--- src/rtl/alu_arbiter_if.sv ---
// Signal bundle for alu_arbiter: requester handshakes, the response bus and the ALU-side wires.
// slave is the arbiter's view; master is the environment (both requesters plus the ALU).
interface alu_arbiter_if #(
  parameter int WIDTH = 32
);
  logic             Req0, Gnt0, Done0;
  logic [WIDTH-1:0] A0, B0;
  logic [2:0]       Op0;
  logic             Req1, Gnt1, Done1;
  logic [WIDTH-1:0] A1, B1;
  logic [2:0]       Op1;
  logic [WIDTH-1:0] RspResult;
  logic             RspZ, RspV, RspC, RspErr;
  logic [WIDTH-1:0] AluA, AluB;
  logic [2:0]       AluOp;
  logic [WIDTH-1:0] AluResult;
  logic             AluZ, AluV, AluC, AluWe;

  modport slave (
    input  Req0, A0, B0, Op0, Req1, A1, B1, Op1,
    input  AluResult, AluZ, AluV, AluC, AluWe,
    output Gnt0, Done0, Gnt1, Done1,
    output RspResult, RspZ, RspV, RspC, RspErr,
    output AluA, AluB, AluOp
  );

  modport master (
    output Req0, A0, B0, Op0, Req1, A1, B1, Op1,
    output AluResult, AluZ, AluV, AluC, AluWe,
    input  Gnt0, Done0, Gnt1, Done1,
    input  RspResult, RspZ, RspV, RspC, RspErr,
    input  AluA, AluB, AluOp
  );
endinterface

--- src/rtl/alu_arbiter.sv ---
// Shares one multi-cycle ALU between two requesters, with a timeout abort on a missing AluWe.
// Define ARB_FIXED_PRIO_EN for fixed priority (requester 0 wins ties); default is round robin.
module alu_arbiter #(
  parameter int WIDTH   = 32,
  parameter int TIMEOUT = 64
) (
  input logic          Clk,
  input logic          Reset,
  alu_arbiter_if.slave bus
);
  localparam int            CW       = (TIMEOUT > 2) ? $clog2(TIMEOUT) : 1;
  localparam logic [CW-1:0] CNT_LAST = CW'(TIMEOUT - 1);
  localparam logic [CW-1:0] CNT_ONE  = CW'(1);

  typedef enum logic [1:0] {IDLE, WAIT, RESP} state_t;

  state_t           state, stateNxt;
  logic [CW-1:0]    cnt, cntNxt;
  logic             ptr, ptrNxt, sel;
  logic             gnt0, gnt0Nxt, gnt1, gnt1Nxt;
  logic             done0, done0Nxt, done1, done1Nxt;
  logic [WIDTH-1:0] aluA, aluANxt, aluB, aluBNxt, res, resNxt;
  logic [2:0]       aluOp, aluOpNxt;
  logic             z, zNxt, v, vNxt, c, cNxt, err, errNxt;

  // ptr always names the current owner while an op is in flight, so Done routes from it.
  always_comb begin
    stateNxt = state;
    cntNxt   = cnt;
    ptrNxt   = ptr;
    sel      = 1'b0;
    gnt0Nxt  = 1'b0;
    gnt1Nxt  = 1'b0;
    done0Nxt = 1'b0;
    done1Nxt = 1'b0;
    aluANxt  = aluA;
    aluBNxt  = aluB;
    aluOpNxt = aluOp;
    resNxt   = res;
    zNxt     = z;
    vNxt     = v;
    cNxt     = c;
    errNxt   = err;
    case (state)
      IDLE: begin
        if (bus.Req0 || bus.Req1) begin
`ifdef ARB_FIXED_PRIO_EN
          sel = ~bus.Req0;
`else
          sel = (bus.Req0 && bus.Req1) ? ~ptr : bus.Req1;
`endif
          aluANxt  = sel ? bus.A1 : bus.A0;
          aluBNxt  = sel ? bus.B1 : bus.B0;
          aluOpNxt = sel ? bus.Op1 : bus.Op0;
          gnt0Nxt  = ~sel;
          gnt1Nxt  = sel;
          ptrNxt   = sel;
          cntNxt   = '0;
          stateNxt = WAIT;
        end
      end
      WAIT: begin
        // cnt==0 is the settle cycle, so a We left over from the previous op is never taken.
        if (cnt != '0 && bus.AluWe) begin
          resNxt   = bus.AluResult;
          zNxt     = bus.AluZ;
          vNxt     = bus.AluV;
          cNxt     = bus.AluC;
          errNxt   = 1'b0;
          done0Nxt = ~ptr;
          done1Nxt = ptr;
          stateNxt = RESP;
        end else if (cnt == CNT_LAST) begin
          resNxt   = '0;
          zNxt     = 1'b0;
          vNxt     = 1'b0;
          cNxt     = 1'b0;
          errNxt   = 1'b1;
          done0Nxt = ~ptr;
          done1Nxt = ptr;
          stateNxt = RESP;
        end else begin
          cntNxt = cnt + CNT_ONE;
        end
      end
      RESP:    stateNxt = IDLE;
      default: stateNxt = IDLE;
    endcase
  end

  always_ff @(posedge Clk or posedge Reset) begin
    if (Reset) begin
      state <= IDLE;
      cnt   <= '0;
      ptr   <= 1'b1;
      gnt0  <= 1'b0;
      gnt1  <= 1'b0;
      done0 <= 1'b0;
      done1 <= 1'b0;
      aluA  <= '0;
      aluB  <= '0;
      aluOp <= '0;
      res   <= '0;
      z     <= 1'b0;
      v     <= 1'b0;
      c     <= 1'b0;
      err   <= 1'b0;
    end else begin
      state <= stateNxt;
      cnt   <= cntNxt;
      ptr   <= ptrNxt;
      gnt0  <= gnt0Nxt;
      gnt1  <= gnt1Nxt;
      done0 <= done0Nxt;
      done1 <= done1Nxt;
      aluA  <= aluANxt;
      aluB  <= aluBNxt;
      aluOp <= aluOpNxt;
      res   <= resNxt;
      z     <= zNxt;
      v     <= vNxt;
      c     <= cNxt;
      err   <= errNxt;
    end
  end

  assign bus.Gnt0      = gnt0;
  assign bus.Gnt1      = gnt1;
  assign bus.Done0     = done0;
  assign bus.Done1     = done1;
  assign bus.AluA      = aluA;
  assign bus.AluB      = aluB;
  assign bus.AluOp     = aluOp;
  assign bus.RspResult = res;
  assign bus.RspZ      = z;
  assign bus.RspV      = v;
  assign bus.RspC      = c;
  assign bus.RspErr    = err;
endmodule

--- src/flat_wrapper.sv ---
// flat-port wrapper written by rule: the top's interface ports become plain ports
module alu_arbiter_flat 
#(
  parameter int WIDTH   = 32,
  parameter int TIMEOUT = 64
)
  (Clk, Reset, bus_Req0, bus_A0, bus_B0, bus_Op0, bus_Req1, bus_A1, bus_B1, bus_Op1, bus_AluResult, bus_AluZ, bus_AluV, bus_AluC, bus_AluWe, bus_Gnt0, bus_Done0, bus_Gnt1, bus_Done1, bus_RspResult, bus_RspZ, bus_RspV, bus_RspC, bus_RspErr, bus_AluA, bus_AluB, bus_AluOp);
  alu_arbiter_if #(.WIDTH(WIDTH)) bus_i ();
  input logic Clk;
  input logic Reset;
  input wire logic [$bits(bus_i.Req0)-1:0] bus_Req0;
  input wire logic [$bits(bus_i.A0)-1:0] bus_A0;
  input wire logic [$bits(bus_i.B0)-1:0] bus_B0;
  input wire logic [$bits(bus_i.Op0)-1:0] bus_Op0;
  input wire logic [$bits(bus_i.Req1)-1:0] bus_Req1;
  input wire logic [$bits(bus_i.A1)-1:0] bus_A1;
  input wire logic [$bits(bus_i.B1)-1:0] bus_B1;
  input wire logic [$bits(bus_i.Op1)-1:0] bus_Op1;
  input wire logic [$bits(bus_i.AluResult)-1:0] bus_AluResult;
  input wire logic [$bits(bus_i.AluZ)-1:0] bus_AluZ;
  input wire logic [$bits(bus_i.AluV)-1:0] bus_AluV;
  input wire logic [$bits(bus_i.AluC)-1:0] bus_AluC;
  input wire logic [$bits(bus_i.AluWe)-1:0] bus_AluWe;
  output wire logic [$bits(bus_i.Gnt0)-1:0] bus_Gnt0;
  output wire logic [$bits(bus_i.Done0)-1:0] bus_Done0;
  output wire logic [$bits(bus_i.Gnt1)-1:0] bus_Gnt1;
  output wire logic [$bits(bus_i.Done1)-1:0] bus_Done1;
  output wire logic [$bits(bus_i.RspResult)-1:0] bus_RspResult;
  output wire logic [$bits(bus_i.RspZ)-1:0] bus_RspZ;
  output wire logic [$bits(bus_i.RspV)-1:0] bus_RspV;
  output wire logic [$bits(bus_i.RspC)-1:0] bus_RspC;
  output wire logic [$bits(bus_i.RspErr)-1:0] bus_RspErr;
  output wire logic [$bits(bus_i.AluA)-1:0] bus_AluA;
  output wire logic [$bits(bus_i.AluB)-1:0] bus_AluB;
  output wire logic [$bits(bus_i.AluOp)-1:0] bus_AluOp;
  assign bus_i.Req0 = bus_Req0;
  assign bus_i.A0 = bus_A0;
  assign bus_i.B0 = bus_B0;
  assign bus_i.Op0 = bus_Op0;
  assign bus_i.Req1 = bus_Req1;
  assign bus_i.A1 = bus_A1;
  assign bus_i.B1 = bus_B1;
  assign bus_i.Op1 = bus_Op1;
  assign bus_i.AluResult = bus_AluResult;
  assign bus_i.AluZ = bus_AluZ;
  assign bus_i.AluV = bus_AluV;
  assign bus_i.AluC = bus_AluC;
  assign bus_i.AluWe = bus_AluWe;
  assign bus_Gnt0 = bus_i.Gnt0;
  assign bus_Done0 = bus_i.Done0;
  assign bus_Gnt1 = bus_i.Gnt1;
  assign bus_Done1 = bus_i.Done1;
  assign bus_RspResult = bus_i.RspResult;
  assign bus_RspZ = bus_i.RspZ;
  assign bus_RspV = bus_i.RspV;
  assign bus_RspC = bus_i.RspC;
  assign bus_RspErr = bus_i.RspErr;
  assign bus_AluA = bus_i.AluA;
  assign bus_AluB = bus_i.AluB;
  assign bus_AluOp = bus_i.AluOp;
  alu_arbiter #(.WIDTH(WIDTH), .TIMEOUT(TIMEOUT)) u_core (.Clk(Clk), .Reset(Reset), .bus(bus_i));
endmodule
--- config.mk ---
export PLATFORM = sky130hd
export DESIGN_NAME = alu_arbiter_flat
export DESIGN_NICKNAME = d
export VERILOG_FILES = /design/src/rtl/alu_arbiter_if.sv /design/src/rtl/alu_arbiter.sv /design/src/flat_wrapper.sv
export SDC_FILE = /design/constraint.sdc
export NUM_CORES = 1
export LEC_CHECK = 0
export CAP_MARGIN = 20
export CORE_AREA = 5 5 120 122
export CTS_CLUSTER_SIZE = 40
export DETAILED_ROUTE_END_ITERATION = 8
export DIE_AREA = 0 0 125 127
export PLACE_DENSITY = 0.88
export SLEW_MARGIN = 10
export SYNTH_ARGS = -nofsm -noshare
export SYNTH_HDL_FRONTEND = slang
export SYNTH_SLANG_ARGS = --single-unit
--- constraint.sdc ---
create_clock -name Clk -period 3.74 [get_ports Clk]
set_input_delay 0.374 -clock Clk [delete_from_list [all_inputs] [get_ports Clk]]
set_output_delay 0.374 -clock Clk [all_outputs]
set_load 0.03 [all_outputs]
After elaboration in Yosys (flattened, before gate mapping)
Index checks and enable logic that the tools add are counted.
{ "totals": {"regBits": 116, "output_inout_bits": 107} }
{ "op_classes": {"eq_ne": 6, "n_mux": 30, "add_sub_neg": 1, "reduce_logical": 11, "bitwise": 2} }
{ "op_table": {"columns": ["op", "count"], "rows": [
  ["$mux 32", 4],
  ["$mux 6", 3],
  ["$mux 1", 17],
  ["$pmux 6 s2", 1],
  ["$add 6x1->6 const B", 1],
  ["$eq 6x6->1 const B", 1],
  ["$mux 2", 3],
  ["$reduce_and 2->1", 3],
  ["$reduce_bool 6->1", 1],
  ["$ne 2x2->1 const B", 2],
  ["$pmux 2 s2", 1],
  ["$reduce_and 4->1", 1],
  ["$reduce_bool 2->1", 2],
  ["$mux 3", 1],
  ["$ne 3x1->1 const B", 1],
  ["$eq 2x1->1 const B", 1],
  ["$logic_and 1x1->1", 2],
  ["$logic_not 2->1", 1],
  ["$ne 2x1->1 const B", 1],
  ["$not 1->1", 2],
  ["$logic_or 1x1->1", 1]
]} }

Longest topological paths before layout
{ "depth": {"word_depth": 5, "ltp_mapped": 8, "depth_no_buf": 6} }

Worst setup path after synthesis
No wires, ideal clock.
{ "synth_path": {"kind": "reg2reg", "startpoint": "reg u_core.cnt[0]", "endpoint": "reg u_core.cnt[3]", "stages_incl_launch_ff": 7, "arrival_time_ns": 1.667, "slack_ns": 1.986, "setup_time_ns": 0.087, "n_path_buf": 0, "required_time_ns": 3.653, "cell_sequence": "dfrtp_1 > inv_1 > ha_1 > nand2b_4 > o41a_4 > or4_1 > o211ai_1"} }
{ "synth_via": {"elab_chain_len": 4, "elab_cells_between_ends": 10, "classes_between": "add/sub: 1; eq/ne: 3; mux: 3; reduce/logical: 3"} }
{ "synth_lines": {"columns": ["item", "line", "source"], "rows": [
  ["start: declaration", "alu_arbiter.sv:18", "logic [CW-1:0] cnt, cntNxt;"],
  ["start signal: assignment", "alu_arbiter.sv:110", "cnt <= cntNxt;"],
  ["$add 6x1->6 / $reduce_bool 6->1 (equally long branches)", "alu_arbiter.sv:83, alu_arbiter.sv:64", null],
  ["$mux 6 / $logic_and 1x1->1 (equally long branches)", "alu_arbiter.sv:73, alu_arbiter.sv:64", null],
  ["$mux 6 / $ne 2x2->1 (equally long branches)", null, null],
  ["$pmux 6 s2 / $reduce_and 4->1 (equally long branches)", null, null]
]} }
Parallel ways exist; a longest one is shown, timed or not. The select of a mux whose other input is x is not followed.
A chain may end at the register's enable or synchronous reset.

Worst setup path in the final report
{ "layout_path": {"startpoint": "in bus_Req0", "endpoint": "reg u_core.cnt[3]"} }
{ "layout_via": {"elab_chain_len": 3} }
{ "layout_lines": {"columns": ["item", "line", "source"], "rows": [
  ["start: declaration", "flat_wrapper.sv:11", "input wire logic [$bits(bus_i.Req0)-1:0] bus_Req0;"],
  ["$logic_or 1x1->1", "alu_arbiter.sv:46", "if (bus.Req0 || bus.Req1) begin"],
  ["$ne 2x1->1 (no line)", null, null],
  ["$reduce_and 4->1 (no line)", null, null]
]} }
Every way passes these cells.

==> results.cfg <==
[sta]
finalCritPeriodShare_pct = 55.6
postLayoutSetupSlackWorst_ns = 1.66
worst_slew_pin_slew_ns = 1.01
clock-skew-final_ns = 0.0166
final.setup.tns_ns = 0
final_max_slew_viol_count = 0
finalWorstPathRequiredPeriod_ns = 2.08
slew_headroom_pct = 32.6
rsz0062_at_grt = no
max_freq_mhz = 481
final_hold_viol_count = 0
setup_viol = 0

[global_route]
wire_length_of_the_first_global_routing_pass_um = 25400
maximum_number_of_pins_on_one_net_before_global_route_repair = 115
grt_usage_pct = 20.1
grt_pass1_vias = 4952
antenna_found_initial = 0
grt-ovfl-total = 0

[pwr]
comb_pwr_share_pct = 50.3
peakVddDrop_mv = 0.486
clockPowerShare_pct = 20.2
netsw_mw = 3.15
share_seq_of_total_power_pct = 29.4
pwr_dens_nw_per_um2 = 911
cellInternalPower_mw = 4.50
sw_share_pct = 41.2
power_leakage_nw = 3.73

[synthesis]
synthDistinctLibCells = 37
syn-cell-area_um2 = 4860
syn-instance-count = 436
main_combinational_cell_family_by_area_after_synthesis = compound AO/OA/AOI/OAI gates
post_synth_and_or_nand_nor_area_fraction_pct = 10.6
synthTopCellsByArea = dfrtp_1 59%, mux2i_1 8.2%, nand2_1 7.8%
yosys_warnings = 0
synthesis.nets = 612
ys_seq_elements = 116
synthMuxAreaShare_pct = 8.24
adder_cell_share_of_the_synthesized_area_pct = 0.515
synth_top_area_cell = dfrtp_1
yosysTopAreaCellShare_pct = 59.2
postSynthAreaPerCell_um2 = 11.1
yosys.area_share.xor_xnor_pct = 0
ys_seq_area_share_pct = 59.8
synth_compound_area_share_pct = 17.2

[floorplanning]
design.portCount = 281
floorplan.initialDensity_pct = 37.1
design.core.area_um2 = 13100
die-height_um = 127
row_count = 42
floorplan.die_area_um2 = 15900
fp.dieW_um = 125

[layout]
layout.cells.most_common_list = 280 x clkdlybuf4s50_1, 115 x dfrtp_1, 101 x nand2_1
num-fill-cells = 1002
final_layout_size_suffix_gt1_share_pct = 6.65
final_net_count = 886
register_area_um2 = 2900
n_antenna_cell = 0
multi_input_comb_area_um2 = 1800
syn2layout_area_growth_pct = 72.7
layout_commonest_cell = clkdlybuf4s50_1

[clock_network]
cts_inserted_buffers = 17
insertion_delay_ns = 0.41
post_cts_buffers = 0
post_cts.resized_instances = 0
cts-hold-fix-buffers = 0
cts.reportedPaths.clkPinSlew_ns = 0.06
ctsRootBufferMaster = clkbuf_16
cts.htree.levels = 4
tritoncts = done
cts.sink_count = 116
max-clock-path-buffers = 2

[worst_setup_path]
timing.critical_path.cells = clkdlybuf4s50_1 > nor2_1 > or3_4 > o31ai_1 > o211ai_1
wp_data_arrival_ns = 2.39
critPathSlowestCell = or3_4
startpoint_type = primary input
cp_top_family = simple AND/OR/NAND/NOR gates
worst_setup_path_end_kind = flip-flop
worstPathBufferInverterCount = 1
worst-path-max-fanout = 114
timing_worst_setup_path_type = in2reg
crit_required_ns = 4.05
crit_path_max_incr_delay_ns = 0.83

[hold_path]
holdCritPathClass = in2async

[place]
io_port_bufs = 280
preCtsSetupSlack_ns = 1.24
detailed_place_hpwl_um = 12200
weighted_congestion_reported_at_the_end_of_routability_driven_placement = 0.911

[detailed_routing]
post-route-drc-count = 0
dr_total_vias = 4468
ant_nets = 0
route.final.wire_length_um = 15800
first_iter_violations = 310
via_per_inst = 4.98
routed_wire_length_per_instance_um = 17.5
dr.pass1.iters = 5

[run]
maxCapViolations = 0

[outcome]
outcome = completed
[worst reg2reg max path: stages (launching register included)]
cell and delay [ns]:
dfrtp_1 0.42, inv_1 0.08, ha_1 0.19, nand2b_4 0.07, o41a_4 0.40, o21ai_2 0.25
buf_4 0.38, a22o_1 0.22
[kinds of logic (layout without fill, tap and decap cells)]
family | Yosys count | in the layout
simple gates | 124 | 124
fa+ha+maj | 2 | 2
compound gates | 116 | 116
buf+inv | 38 | 324
flops | 116 | 116
mux | 40 | 40
[per-layer routing]
layer / share of wire [%] / track usage [%] / routed length, µm
met4: 2.5 / 8.93 / 389
met3: 7.6 / 7.76 / 1200
met2: 51 / 34.1 / 8110
met1: 38 / 22.6 / 6050
met5: 0 / 0 / 0
[final cells by class]
cell class | instances | area share [%]
Clock buffer | 21 | 5.60
Clock inverter | 10 | 1.27
Inverter | 7 | 0.343
Multi-Input combinational cell | 282 | 21.5
Sequential cell | 116 | 34.6
Tap cell | 176 | 2.62
Timing Repair Buffer | 286 | 34.1
[sequential cells by signal, indices dropped and copies added (netlist names)]
name	count
u_core.bus.Gnt0	1
u_core.bus.Done0	1
u_core.bus.AluB	32
u_core.bus.RspZ	1
u_core.cnt	6
u_core.bus.RspV	1
u_core.bus.RspC	1
u_core.bus.AluA	32
u_core.bus.RspResult	32
u_core.bus.RspErr	1
u_core.bus.AluOp	3
u_core.ptr	1
u_core.bus.Gnt1	1
u_core.bus.Done1	1
u_core.state	2
[path summary, 6_finish.rpt]
kind | startpoint | end | slack (ns) | cells past startpoint
max | bus_Req0 | u_core.cnt[3] | 1.66 | 5
min | Reset | u_core.bus.AluA[10] | 0.43 | 2
max reg2reg | u_core.cnt[0] | u_core.bus.RspResult[14] | 1.68 | 7
min reg2reg | u_core.bus.AluB[19] | u_core.bus.AluB[19] | 0.46 | 2
max in group asynchronous | Reset | u_core.ptr | 2.47 | 3
min in group Clk | u_core.bus.AluB[19] | u_core.bus.AluB[19] | 0.46 | 2
[Yosys cell counts]
library cell / n
or3_1: 1
buf_1: 1
a21oi_1: 1
a21o_1: 1
or4_1: 3
o21ai_0: 37
nor2_2: 1
nor3_1: 1
nor4_1: 1
nand2b_1: 1
nand2b_4: 1
inv_1: 7
buf_4: 3
o21ai_1: 2
o41ai_1: 1
nor2b_1: 1
a32oi_1: 2
o21ai_2: 1
o311ai_0: 1
nand3_1: 6
mux2i_1: 40
o31ai_1: 1
a21boi_1: 1
buf_6: 2
o211ai_1: 3
dfstp_2: 1
a22o_1: 35
or2_2: 1
clkbuf_1: 15
a22oi_1: 29
o41a_4: 1
nor2_1: 5
nor3b_1: 1
dfrtp_1: 115
buf_2: 10
ha_1: 2
nand2_1: 101
[stage by stage]
stage	cells	hold WS, ns	power, mW	util, %	instance area, µm²
after floorplan	436	0.473	4.47	-	4860
after global placement	867	0.451	6.00	59.7	7820
after detailed placement	867	0.456	6.14	59.7	7820
after CTS	898	0.425	7.74	64.2	8390
after global routing	898	0.472	8.10	64.2	8390
final	898	0.426	7.65	64.2	8390
[power groups by stage]
stage               logic [mW]  registers [mW]  clock network [mW]
detailed placement        3.89            2.25                   0
floorplan                 1.18            3.28                   0
finish                    3.85            2.25                1.55
global route              4.11            2.33                1.65
global placement          3.77            2.23                   0
CTS                       3.90            2.25                1.59
Note: power is estimated with default switching activity, not from simulation.
